## src/rtl/instr_seq_if.sv

```systemverilog
// Issue channel between the instruction sequencer and the control-unit decoder.
// The master drives the {opcode, operand} word and valid; the slave returns ready.
interface instr_seq_if;
    logic [3:0] instr;
    logic [3:0] operand;
    logic       instr_valid;
    logic       instr_ready;

    modport master (output instr, output operand, output instr_valid, input instr_ready);
    modport slave  (input instr, input operand, input instr_valid, output instr_ready);
endinterface

```

## src/rtl/instr_sequencer.sv

```systemverilog
// Program store, program counter and issue stage for the 4-bit processor.
// JMP and HALT are consumed here; every other opcode is forwarded unchanged.
module instr_sequencer #(
    parameter int ADDR_W = 4,
    parameter int CNT_W  = 8
) (
    input  logic              clk,
    input  logic              rst,
    input  logic              prog_we,
    input  logic [ADDR_W-1:0] prog_addr,
    input  logic [7:0]        prog_data,
    input  logic              start,
    input  logic              stop,
    instr_seq_if.master       bus,
    output logic [ADDR_W-1:0] pc,
    output logic              busy,
    output logic              done,
    output logic [CNT_W-1:0]  issued_count
);
    localparam int DEPTH = 1 << ADDR_W;
    localparam logic [3:0] OP_JMP  = 4'b0111;
    localparam logic [3:0] OP_HALT = 4'b1111;
    localparam logic [ADDR_W-1:0] PC_ONE  = 1;
    localparam logic [CNT_W-1:0]  CNT_ONE = 1;
    localparam logic [CNT_W-1:0]  CNT_MAX = '1;

    typedef enum logic [1:0] {IDLE, RUN, HALTED} state_t;

    state_t     state, state_nx;
    logic [7:0] mem [DEPTH];
    logic [7:0] word;
    logic [3:0] instr_q, operand_q;
    logic       valid_q;
    logic       fetch, accept, launch;

    assign word    = mem[pc];
    assign accept  = valid_q && bus.instr_ready;
    assign fetch   = (state == RUN) && (!valid_q || bus.instr_ready);
    // launch already excludes stop so the datapath and FSM agree on priority
    assign launch  = !stop && (state != RUN) && start && !valid_q;

    assign bus.instr       = instr_q;
    assign bus.operand     = operand_q;
    assign bus.instr_valid = valid_q;

    always_ff @(posedge clk) begin
        if (prog_we && state == IDLE)
            mem[prog_addr] <= prog_data;
    end

    always_ff @(posedge clk or posedge rst) begin
        if (rst) state <= IDLE;
        else     state <= state_nx;
    end

    always_comb begin
        state_nx = state;
        if (stop) begin
            state_nx = IDLE;
        end else begin
            case (state)
                IDLE, HALTED: if (start && !valid_q) state_nx = RUN;
                RUN:          if (fetch && word[7:4] == OP_HALT) state_nx = HALTED;
                default:      state_nx = IDLE;
            endcase
        end
    end

    always_comb begin
        busy = 1'b0;
        done = 1'b0;
        case (state)
            RUN:     busy = 1'b1;
            HALTED:  done = 1'b1;
            default: ;
        endcase
    end

    always_ff @(posedge clk or posedge rst) begin
        if (rst) begin
            pc           <= '0;
            instr_q      <= '0;
            operand_q    <= '0;
            valid_q      <= 1'b0;
            issued_count <= '0;
        end else begin
            if (stop) begin
                valid_q <= 1'b0;
                pc      <= '0;
            end else if (launch) begin
                pc <= '0;
            end else if (fetch) begin
                if (word[7:4] == OP_JMP) begin
                    pc      <= word[ADDR_W-1:0];
                    valid_q <= 1'b0;
                end else if (word[7:4] == OP_HALT) begin
                    valid_q <= 1'b0;
                end else begin
                    instr_q   <= word[7:4];
                    operand_q <= word[3:0];
                    valid_q   <= 1'b1;
                    pc        <= pc + PC_ONE;
                end
            end else if (accept) begin
                valid_q <= 1'b0;
            end

            // A handshake still counts in the cycle stop is raised
            if (launch)
                issued_count <= '0;
            else if (accept && issued_count != CNT_MAX)
                issued_count <= issued_count + CNT_ONE;
        end
    end
endmodule

```

## src/flat_wrapper.sv

```systemverilog
// flat-port wrapper written by rule: the top's interface ports become plain ports
module instr_sequencer_flat 
#(
    parameter int ADDR_W = 4,
    parameter int CNT_W  = 8
)
  (clk, rst, prog_we, prog_addr, prog_data, start, stop, pc, busy, done, issued_count, bus_instr, bus_operand, bus_instr_valid, bus_instr_ready);
  instr_seq_if bus_i ();
  input  logic clk;
  input  logic rst;
  input  logic prog_we;
  input  logic [ADDR_W-1:0] prog_addr;
  input  logic [7:0] prog_data;
  input  logic start;
  input  logic stop;
  output logic [ADDR_W-1:0] pc;
  output logic busy;
  output logic done;
  output logic [CNT_W-1:0] issued_count;
  output wire logic [$bits(bus_i.instr)-1:0] bus_instr;
  output wire logic [$bits(bus_i.operand)-1:0] bus_operand;
  output wire logic [$bits(bus_i.instr_valid)-1:0] bus_instr_valid;
  input wire logic [$bits(bus_i.instr_ready)-1:0] bus_instr_ready;
  assign bus_instr = bus_i.instr;
  assign bus_operand = bus_i.operand;
  assign bus_instr_valid = bus_i.instr_valid;
  assign bus_i.instr_ready = bus_instr_ready;
  instr_sequencer #(.ADDR_W(ADDR_W), .CNT_W(CNT_W)) u_core (.clk(clk), .rst(rst), .prog_we(prog_we), .prog_addr(prog_addr), .prog_data(prog_data), .start(start), .stop(stop), .bus(bus_i), .pc(pc), .busy(busy), .done(done), .issued_count(issued_count));
endmodule
```

## config.mk

```make
export PLATFORM = sky130hd
export DESIGN_NAME = instr_sequencer_flat
export DESIGN_NICKNAME = d
export VERILOG_FILES = /design/src/rtl/instr_seq_if.sv /design/src/rtl/instr_sequencer.sv /design/src/flat_wrapper.sv
export SDC_FILE = /design/constraint.sdc
export NUM_CORES = 1
export LEC_CHECK = 0
export CAP_MARGIN = 0
export CORE_MARGIN = 3
export CORE_UTILIZATION = 58
export DETAILED_ROUTE_END_ITERATION = 8
export GPL_ROUTABILITY_DRIVEN = 0
export MAX_ROUTING_LAYER = met4
export PLACE_DENSITY = 0.78
export SKIP_CTS_REPAIR_TIMING = 1
export SLEW_MARGIN = 40
export SYNTH_ARGS = -nofsm -noshare
export SYNTH_HDL_FRONTEND = slang
export SYNTH_SLANG_ARGS = --single-unit
export TNS_END_PERCENT = 20
```

## constraint.sdc

```tcl
create_clock -name clk -period 2.8 [get_ports clk]
set_clock_uncertainty 0.1 [all_clocks]
set_input_delay 0.56 -clock clk [delete_from_list [all_inputs] [get_ports clk]]
set_output_delay 0.56 -clock clk [all_outputs]
set_load 0.05 [all_outputs]
```

==> out/results.tsv, run 1 <==
stage	metric	value	unit
yosys	ys_warn_count	0	
yosys	synth_edf_count	128	
global_routing	grt_pass1_wl	19800	um
floorplan	dieArea	11900	um^2
yosys	synth-xor-area-share	0.00851	
drt	drt_iter0_drc	333	
timing	maxSlewViolCount	0	
cells_and_area	fin_area	7470	um^2
global_routing	grt_pass1_vias	3447	
power	ir_drop	0.000596	V
drt	vias_per_cell	6.09	
yosys	synthTopCellsByArea	edfxtp_1, dfrtp_1, mux4_2	
clock_network	h-tree-depth	4	
place	io_buffers	40	
floorplan	die_h	109	um
cells_and_area	antennaDiodeCount	0	
timing	fin_ws	0.0923	ns
cells_and_area	area_delta_synth_final	21.0	%
yosys	synth_async_sr_flop_share	0.152	
timing	fmax	369	MHz
timing	rsz0062_at_grt	false	
cells_and_area	layoutNonFillerInstCount	569	
worst_setup_path	arrival	2.05	ns
floorplan	initial_core_util	0.598	
cells_and_area	final_nets	440	
clock_network	clk_latency	0.52	ns
clock_network	clkTransAtPathRegs	0.06	ns
worst_hold_path	holdCritPathClass	primary input to async pin	
floorplan	ioPinCount	41	
yosys	synth.area.mux_share	0.135	
run	drv_cap	0	
power	power_density	739	nW/um^2
timing	timing_worst_slew_pin_value	0.606	ns
timing	finalSetupViolCount	0	
worst_setup_path	crit_path_max_fanout	18	
yosys	synth-seq-area-share	0.715	
clock_network	cts_max_path_buffers	2	
cells_and_area	multi_input_area	1660	um^2
drt	routed_wl	12700	um
power	leakage	2.63	nW
yosys	synthFlopType	edfxtp_1	
timing	period_share	0.967	
yosys	ys_ff_latch	151	
drt	vias	3465	
drt	final_antenna_net_count	0	
cells_and_area	drive_gt1_frac	0.212	
worst_setup_path	crit_chain	clkdlybuf4s50_1	
floorplan	rows	37	
yosys	yosys.area.top_type	edfxtp_1	
global_routing	grt_max_degree	24	
drt	drc	0	
status	status	completed	
clock_network	cts.sinks	151	
worst_setup_path	crit_path_start_kind	flip-flop	
floorplan	die_w	109	um
worst_setup_path	worstSetupPathDepth	1	
place	preCtsSetupSlack	0.114	ns
yosys	synth_top_area_share	0.622	
yosys	synth_top_family_by_area	multiplexers	
drt	wl_per_cell	22.3	um
drt	first_pass_iters	6	
yosys	synth_adder_area_share	0.00405	
yosys	netlist_area	6180	um^2
global_routing	grt-ovfl-total	0	
clock_network	cts_buffers	17	
timing	slew_headroom	0.596	
worst_setup_path	cp_slowest_cell	clkdlybuf4s50_1	
place	placed_area	6880	um^2
worst_setup_path	reg2reg_depth	6	
worst_setup_path	critical_path_buf_inv_count	1	
place	hpwl	8060	um
yosys	synth_compound_area_frac	0.0510	
floorplan	core	10300	um^2
timing	min_period	2.71	ns
clock_network	cts-root-buf	clkbuf_8	
worst_setup_path	crit_path_end_kind	primary output	
yosys	synth-simple-area-share	0.0699	
timing	hold_viol	0	
worst_setup_path	crit_type	flip-flop to primary output	
yosys	synth.most_common_cell	edfxtp_1	
worst_setup_path	cp_top_family	buffers and inverters	
yosys	syn-num-nets	366	
cells_and_area	fillers	602	
clock_network	cts_tree	yes	
yosys	synthTopCellsByCount	edfxtp_1, nor2_1, dfrtp_1, mux4_2, mux2i_1	
global_routing	grt_use_total	0.242	
worst_setup_path	regToRegSetupSlack	0.16	ns
global_routing	antenna_found_initial	0	
yosys	synth_cell_type_count	47	
yosys	syn_inst	346	
cells_and_area	regArea	4420	um^2
worst_setup_path	max_stage_delay	0.88	ns
worst_setup_path	crit_required	2.14	ns
yosys	synth.avg_cell_area	17.9	um^2
place	dp.cells	537	
cell families after synthesis:
kind of cell | Yosys count
mux | 52
fa+ha+maj | 2
simple gates | 82
buf+inv | 16
xor+xnor | 6
flops | 151
compound gates | 37
sequential cells by signal, summed over array words and instances (netlist names):
register / cells
u_core.bus.instr_valid: 1
u_core.pc: 4
u_core.state: 2
u_core.issued_count: 8
u_core.bus.operand: 4
u_core.bus.instr: 4
u_core.mem: 128
placed cells by master, fill, tap and decap left out, types with 5 or more instances in the layout:
cell,Yosys,layout
o22ai_1,5,5
a21oi_1,8,8
edfxtp_1,128,128
clkdlybuf4s50_1,0,37
mux2i_1,21,21
nand2b_1,6,6
mux4_2,23,23
clkbuf_16,0,16
nand2_1,15,15
buf_4,1,27
clkbuf_1,5,5
nor2_1,26,26
dfrtp_1,23,21
o221ai_1,8,8
nand3_1,7,7
nor3_1,5,5
layer usage:
layer  vias up  GRT usage  share of wire
li1       1534          -              -
met1      1748      0.324           0.42
met2       153      0.360           0.49
met3        30     0.0539          0.066
met4         0      0.107          0.029
met5         -          -              0
area by class of cell:
cell class | count | area share
sequential | 151 | 0.592
multi-input combinational | 179 | 0.222
timing repair buffer | 67 | 0.0827
clock buffer | 24 | 0.0616
tap | 136 | 0.0228
clock inverter | 8 | 0.0167
inverter | 4 | 0.00201
worst paths after layout:
check	from	end
min reg2reg	u_core.bus.operand[3]	u_core.bus.operand[3]
max	u_core.pc[1]	pc[1]
max reg2reg	u_core.pc[0]	u_core.bus.instr[1]
max in group asynchronous	rst	u_core.bus.instr[2]
min in group clk	u_core.bus.operand[3]	u_core.bus.operand[3]
min	rst	u_core.issued_count[7]
through the flow:
stage	hold WS, ns	setup TNS (ns)	util	power [mW]
floorplan	0.433	0	-	3.09
global placement	0.378	0	0.666	3.33
detailed placement	0.400	0	0.666	3.35
CTS	0.285	-0.367	0.723	5.55
global route	0.329	0	0.724	5.71
finish	0.282	0	0.724	5.52
power by group:
group	switching, mW	internal (mW)
Combinational	0.436	0.279
Sequential	0.0635	2.53
Clock	0.814	1.40
(Power assumes the default switching activity.)
==> inputs of run 2 (changes only) <==
--- a/config.mk
+++ b/config.mk
@@ -7,11 +7,11 @@
 export LEC_CHECK = 0
 export CAP_MARGIN = 0
 export CORE_MARGIN = 3
-export CORE_UTILIZATION = 58
+export CORE_UTILIZATION = 63
 export DETAILED_ROUTE_END_ITERATION = 8
 export GPL_ROUTABILITY_DRIVEN = 0
 export MAX_ROUTING_LAYER = met4
-export PLACE_DENSITY = 0.78
+export PLACE_DENSITY = 0.83
 export SKIP_CTS_REPAIR_TIMING = 1
 export SLEW_MARGIN = 40
 export SYNTH_ARGS = -nofsm -noshare
==> constraint.sdc (replaced) <==
create_clock -name clk -period 3.3 [get_ports clk]
set_clock_uncertainty 0.1 [all_clocks]
set_input_delay 0.66 -clock clk [delete_from_list [all_inputs] [get_ports clk]]
set_output_delay 0.66 -clock clk [all_outputs]
set_load 0.05 [all_outputs]
==> run 2 against run 1 <==
Sequential share of layout area up 0.15 points; power down 14%; routed wire length down 0.33%; non-clock buffer count down 6; critical path type unchanged; largest cell class unchanged.
==> out/results.tsv, run 2 (synthesis gave the netlist of run 1 again) <==
stage	metric	value	unit	change
floorplan	dieArea	11000	um^2	was 11900 um^2
timing	finalSetupViolCount	0		unchanged
floorplan	die_w	105	um	was 109 um
clock_network	cts_max_path_buffers	2		unchanged
timing	fmax	318	MHz	
cells_and_area	final_nets	434		was 440
floorplan	initial_core_util	0.659		was 0.598
cells_and_area	antennaDiodeCount	0		unchanged
floorplan	core	9370	um^2	was 10300 um^2
cells_and_area	layout_commonest_cell	edfxtp_1		unchanged
drt	final_antenna_net_count	0		unchanged
timing	min_period	3.15	ns	
power	leakage	2.59	nW	was 2.63 nW
floorplan	ioPinCount	41		unchanged
clock_network	cts_tree	yes		unchanged
worst_hold_path	holdCritPathClass	primary input to async pin		unchanged
clock_network	cts.sinks	151		unchanged
cells_and_area	top_register	u_core.mem		unchanged
timing	hold_viol	0		unchanged
status	status	completed		unchanged
drt	vias_per_cell	6.37		was 6.09
worst_setup_path	arrival	2.39	ns	was 2.05 ns
cells_and_area	area_delta_synth_final	20.6	%	was 21.0%
drt	routed_wl	12700	um	about the same
cells_and_area	fillers	503		was 602
worst_setup_path	crit_path_end_kind	primary output		unchanged
power	ir_drop	0.000322	V	was 0.000596 V
place	io_buffers	40		unchanged
floorplan	die_h	105	um	was 109 um
power	power_density	637	nW/um^2	was 739 nW/um^2
global_routing	grt_use_total	0.256		was 0.242
run	drv_cap	0		unchanged
clock_network	clkTransAtPathRegs	0.06	ns	about the same
worst_setup_path	r2r_end	u_core.pc[3]		was u_core.bus.instr[1]
clock_network	cts_buffers	17		unchanged
worst_setup_path	crit_required	2.54	ns	was 2.14 ns
cells_and_area	drive_gt1_frac	0.208		was 0.212
drt	drc	0		unchanged
clock_network	cts-root-buf	clkbuf_8		unchanged
drt	drt_iter0_drc	322		was 333
worst_setup_path	crit_path_start_kind	flip-flop		unchanged
timing	period_share	0.954		
timing	timing_worst_slew_pin_value	0.590	ns	was 0.606 ns
cells_and_area	largestRegisters	u_core.mem (128), u_core.issued_count (8)		unchanged
global_routing	grt_pass1_vias	3589		was 3447
timing	rsz0062_at_grt	false		unchanged
worst_setup_path	reg2reg_depth	7		was 6
clock_network	h-tree-depth	4		unchanged
floorplan	rows	35		was 37
drt	vias	3541		was 3465
cells_and_area	final_cell_mix	edfxtp_1, clkdlybuf4s50_1, nor2_1		was edfxtp_1, clkdlybuf4s50_1, buf_4
timing	holdWs	0.378	ns	was 0.282 ns
cells_and_area	largest_register_ffs	128		unchanged
global_routing	antenna_found_initial	0		unchanged
global_routing	grt-ovfl-total	0		unchanged
worst_setup_path	crit_path_max_fanout	17		was 18
timing	setup_tns	0	ns	unchanged
worst_setup_path	crit_type	flip-flop to primary output		unchanged
global_routing	grt_max_degree	24		unchanged
worst_setup_path	r2r_start	u_core.pc[0]		unchanged
worst_setup_path	regToRegSetupSlack	0.50	ns	was 0.16 ns
drt	first_pass_iters	7		was 6
timing	slew_headroom	0.605		was 0.596
timing	maxSlewViolCount	0		unchanged
drt	wl_per_cell	22.8	um	was 22.3 um
global_routing	grt_pass1_wl	20200	um	was 19800 um
clock_network	clk_latency	0.52	ns	about the same
place	hpwl	8210	um	was 8060 um
[run 2: worst max-delay path, cell delays in order, from the launching register on]
cell and delay (ns):
dfrtp_2 0.60, buf_4 0.36, clkdlybuf4s50_1 0.91
[run 2: metal layers]
| metal | vias to the layer above | wire length [um] | GRT usage | share of wire |
|---|---|---|---|---|
| met5 | - | 0 | - | 0 |
| met4 | 0 | 237 | 0.0956 | 0.019 |
| met3 | 25 | 963 | 0.0476 | 0.076 |
| met2 | 198 | 6230 | 0.379 | 0.49 |
| met1 | 1791 | 5240 | 0.361 | 0.41 |
| li1 | 1527 | - | - | - |
[run 2: stage by stage]
stage | std cells | cell area (um^2) | power, mW | setup WS, ns | utilization
2_1_floorplan | 346 | 6180 | 2.62 | 0.513 | -
3_3_place_gp | 524 | 6820 | 2.81 | 0.544 | 0.727
3_5_place_dp | 524 | 6820 | 2.83 | 0.471 | 0.727
4_1_cts | 556 | 7450 | 4.77 | 0.0922 | 0.795
5_1_grt | 556 | 7450 | 4.90 | 0.00944 | 0.795
6_report | 556 | 7450 | 4.75 | 0.152 | 0.795
[run 2: layout make-up]
class                   count  area [um^2]  share of cell area
flip-flops and latches    151         4420               0.593
multi-input cells         179         1660               0.223
clock inverters             6         45.0             0.00605
clock buffers              26          586              0.0786
repair buffers             61          558              0.0749
well taps                 129          161              0.0217
inverters                   4         15.0             0.00202
[run 2: worst max-delay path by stage]
stage | depth (start not counted) | slack, ns | to | startpoint
final | 2 | 0.15 | pc[0] | u_core.pc[0]
after detailed placement | 7 | 0.47 | u_core.pc[3] | u_core.pc[0]
after CTS | 2 | 0.09 | pc[0] | u_core.pc[0]
after global routing | 2 | 0.009 | pc[0] | u_core.pc[0]
after global placement | 6 | 0.54 | u_core.bus.operand[0] | u_core.pc[0]
after floorplan | 6 | 0.51 | u_core.bus.operand[0] | u_core.state[0]
[run 2: where the power goes]
group,leakage (nW),internal (mW),switching [mW]
clock network,0.313,1.22,0.733
registers,1.45,2.14,0.0499
logic,0.822,0.228,0.372
==> inputs of run 3 (changes only) <==
--- a/config.mk
+++ b/config.mk
@@ -6,7 +6,6 @@
 export NUM_CORES = 1
 export LEC_CHECK = 0
 export CAP_MARGIN = 0
-export CORE_MARGIN = 3
 export CORE_UTILIZATION = 63
 export DETAILED_ROUTE_END_ITERATION = 8
 export GPL_ROUTABILITY_DRIVEN = 0
==> run 3 against run 2 <==
Worst setup slack worse by 0.020 ns; clock power is 6% lower; non-clock buffer count is 4 higher; register-to-register slack worse by 0.08 ns; critical endpoint unchanged; combinational power down 0.8%; power decreased by 2.2%.
==> out/results.tsv, run 3 (synthesis gave the netlist of run 1 again) <==
stage	metric	value	unit	change
global_routing	grt_pass1_wl	19800	um	was 20200 um
cells_and_area	final_nets	438		was 434
cells_and_area	fin_area	7410	um^2	was 7450 um^2
global_routing	grt-ovfl-total	0		unchanged
global_routing	globalRouteMet1Util	0.374		was 0.361
floorplan	rows	35		unchanged
status	status	completed		unchanged
clock_network	cts-root-buf	clkbuf_8		unchanged
power	power_density	626	nW/um^2	was 637 nW/um^2
worst_setup_path	reg2reg_depth	6		was 7
floorplan	core	9370	um^2	unchanged
floorplan	die_h	101	um	was 105 um
clock_network	h-tree-depth	4		unchanged
cells_and_area	final_cell_mix	edfxtp_1, clkdlybuf4s50_1, nor2_1		unchanged
cells_and_area	top_register	u_core.mem		unchanged
drt	vias	3558		was 3541
floorplan	dieArea	10200	um^2	was 11000 um^2
timing	fmax	316	MHz	was 318 MHz
worst_setup_path	crit_path_end_kind	primary output		unchanged
floorplan	ioPinCount	41		unchanged
global_routing	grt_max_degree	24		unchanged
drt	first_pass_iters	5		was 7
clock_network	cts_tree	yes		unchanged
timing	finalSetupViolCount	0		unchanged
cells_and_area	layout_commonest_cell	edfxtp_1		unchanged
cells_and_area	area_delta_synth_final	20.0	%	was 20.6%
cells_and_area	largestRegisters	u_core.mem (128), u_core.issued_count (8)		unchanged
drt	drc	0		unchanged
clock_network	cts_max_path_buffers	2		unchanged
global_routing	use_met2	0.442		was 0.379
drt	drt_iter0_drc	301		was 322
place	hpwl	8300	um	was 8210 um
global_routing	grt_pass1_vias	3574		was 3589
place	io_buffers	40		unchanged
cells_and_area	antennaDiodeCount	0		unchanged
global_routing	grt_util_met3	0.0673		was 0.0476
drt	wl_per_cell	22.6	um	was 22.8 um
worst_setup_path	regToRegSetupSlack	0.42	ns	was 0.50 ns
worst_setup_path	crit_path_max_fanout	18		was 17
floorplan	initial_core_util	0.659		unchanged
global_routing	antenna_found_initial	0		unchanged
worst_setup_path	r2r_end	u_core.bus.operand[0]		was u_core.pc[3]
timing	period_share	0.960		was 0.954
timing	hold_viol	0		unchanged
timing	maxSlewViolCount	0		unchanged
drt	vias_per_cell	6.35		was 6.37
timing	timing_worst_slew_pin_value	0.744	ns	was 0.590 ns
drt	final_antenna_net_count	0		unchanged
power	leakage	2.56	nW	was 2.59 nW
global_routing	grt_use_total	0.288		was 0.256
clock_network	cts_buffers	17		unchanged
worst_hold_path	holdCritPathClass	primary input to async pin		unchanged
clock_network	clk_latency	0.53	ns	was 0.52 ns
floorplan	die_w	101	um	was 105 um
worst_setup_path	arrival	2.41	ns	was 2.39 ns
worst_setup_path	r2r_start	u_core.pc[0]		unchanged
clock_network	clkTransAtPathRegs	0.06	ns	about the same
global_routing	busiest_layer	met2		unchanged
place	placed_area	6850	um^2	was 6820 um^2
timing	rsz0062_at_grt	false		unchanged
cells_and_area	drive_gt1_frac	0.211		was 0.208
run	drv_cap	0		unchanged
cells_and_area	largest_register_ffs	128		unchanged
drt	routed_wl	12700	um	about the same
timing	min_period	3.17	ns	was 3.15 ns
clock_network	cts.sinks	151		unchanged
power	ir_drop	0.000479	V	was 0.000322 V
worst_setup_path	crit_type	flip-flop to primary output		unchanged
worst_setup_path	crit_required	2.54	ns	about the same
timing	slew_headroom	0.504		was 0.605
worst_setup_path	crit_path_start_kind	flip-flop		unchanged
timing	setup_tns	0	ns	unchanged
==> run 3: cell types whose count changed in the layout (fill, tap and decap cells not counted), sizes merged <==
cell      change
clkinvlp      +3
inv           +4
clkinv        -3
bufinv        +2
clkbuf        -6
buf           +4
==> run 3: per-stage QoR <==
| stage | std cells | total power [mW] | setup slack [ns] | hold slack [ns] | util |
|---|---|---|---|---|---|
| floorplan | 346 | 2.62 | 0.513 | 0.433 | - |
| global placement | 528 | 2.81 | 0.378 | 0.379 | 0.730 |
| detailed placement | 528 | 2.83 | 0.296 | 0.387 | 0.730 |
| CTS | 560 | 4.66 | -0.0449 | 0.388 | 0.791 |
| global route | 560 | 4.78 | 0.0155 | 0.430 | 0.791 |
| finish | 560 | 4.64 | 0.131 | 0.397 | 0.791 |
==> run 3: critical path, cell delays in order, from the launching register on <==
cell             delay, ns
dfrtp_4               0.62
buf_4                 0.38
clkdlybuf4s50_1       0.88
==> run 3: area by class of cell <==
class / instances / area (um^2)
Tap cell: 129 / 161
Multi-Input combinational cell: 179 / 1660
Clock buffer: 20 / 425
Fill cell: 523 / 1960
Sequential cell: 151 / 4420
Inverter: 4 / 15.0
Timing Repair Buffer: 65 / 588
Clock inverter: 12 / 140
==> run 3: worst max-delay path by stage <==
stage / from / end / slack (ns) / depth (start not counted)
final: u_core.pc[0] / pc[0] / 0.13 / 2
after global routing: u_core.pc[0] / pc[0] / 0.02 / 2
after detailed placement: u_core.pc[0] / u_core.bus.operand[1] / 0.30 / 6
after CTS: u_core.pc[0] / pc[0] / -0.04 / 2
after global placement: u_core.pc[0] / u_core.bus.operand[0] / 0.38 / 6
after floorplan: u_core.state[0] / u_core.bus.operand[0] / 0.51 / 6
==> run 3: power breakdown <==
| group | switching [mW] | leakage (nW) | internal (mW) |
|---|---|---|---|
| Combinational | 0.367 | 0.844 | 0.229 |
| Sequential | 0.0589 | 1.45 | 2.14 |
| Clock | 0.758 | 0.267 | 1.09 |
==> run 3: per-layer routing <==
metal,up-vias,share of wire
met5,-,0
li1,1535,-
met1,1826,0.41
met3,28,0.072
met4,0,0.025
met2,169,0.49
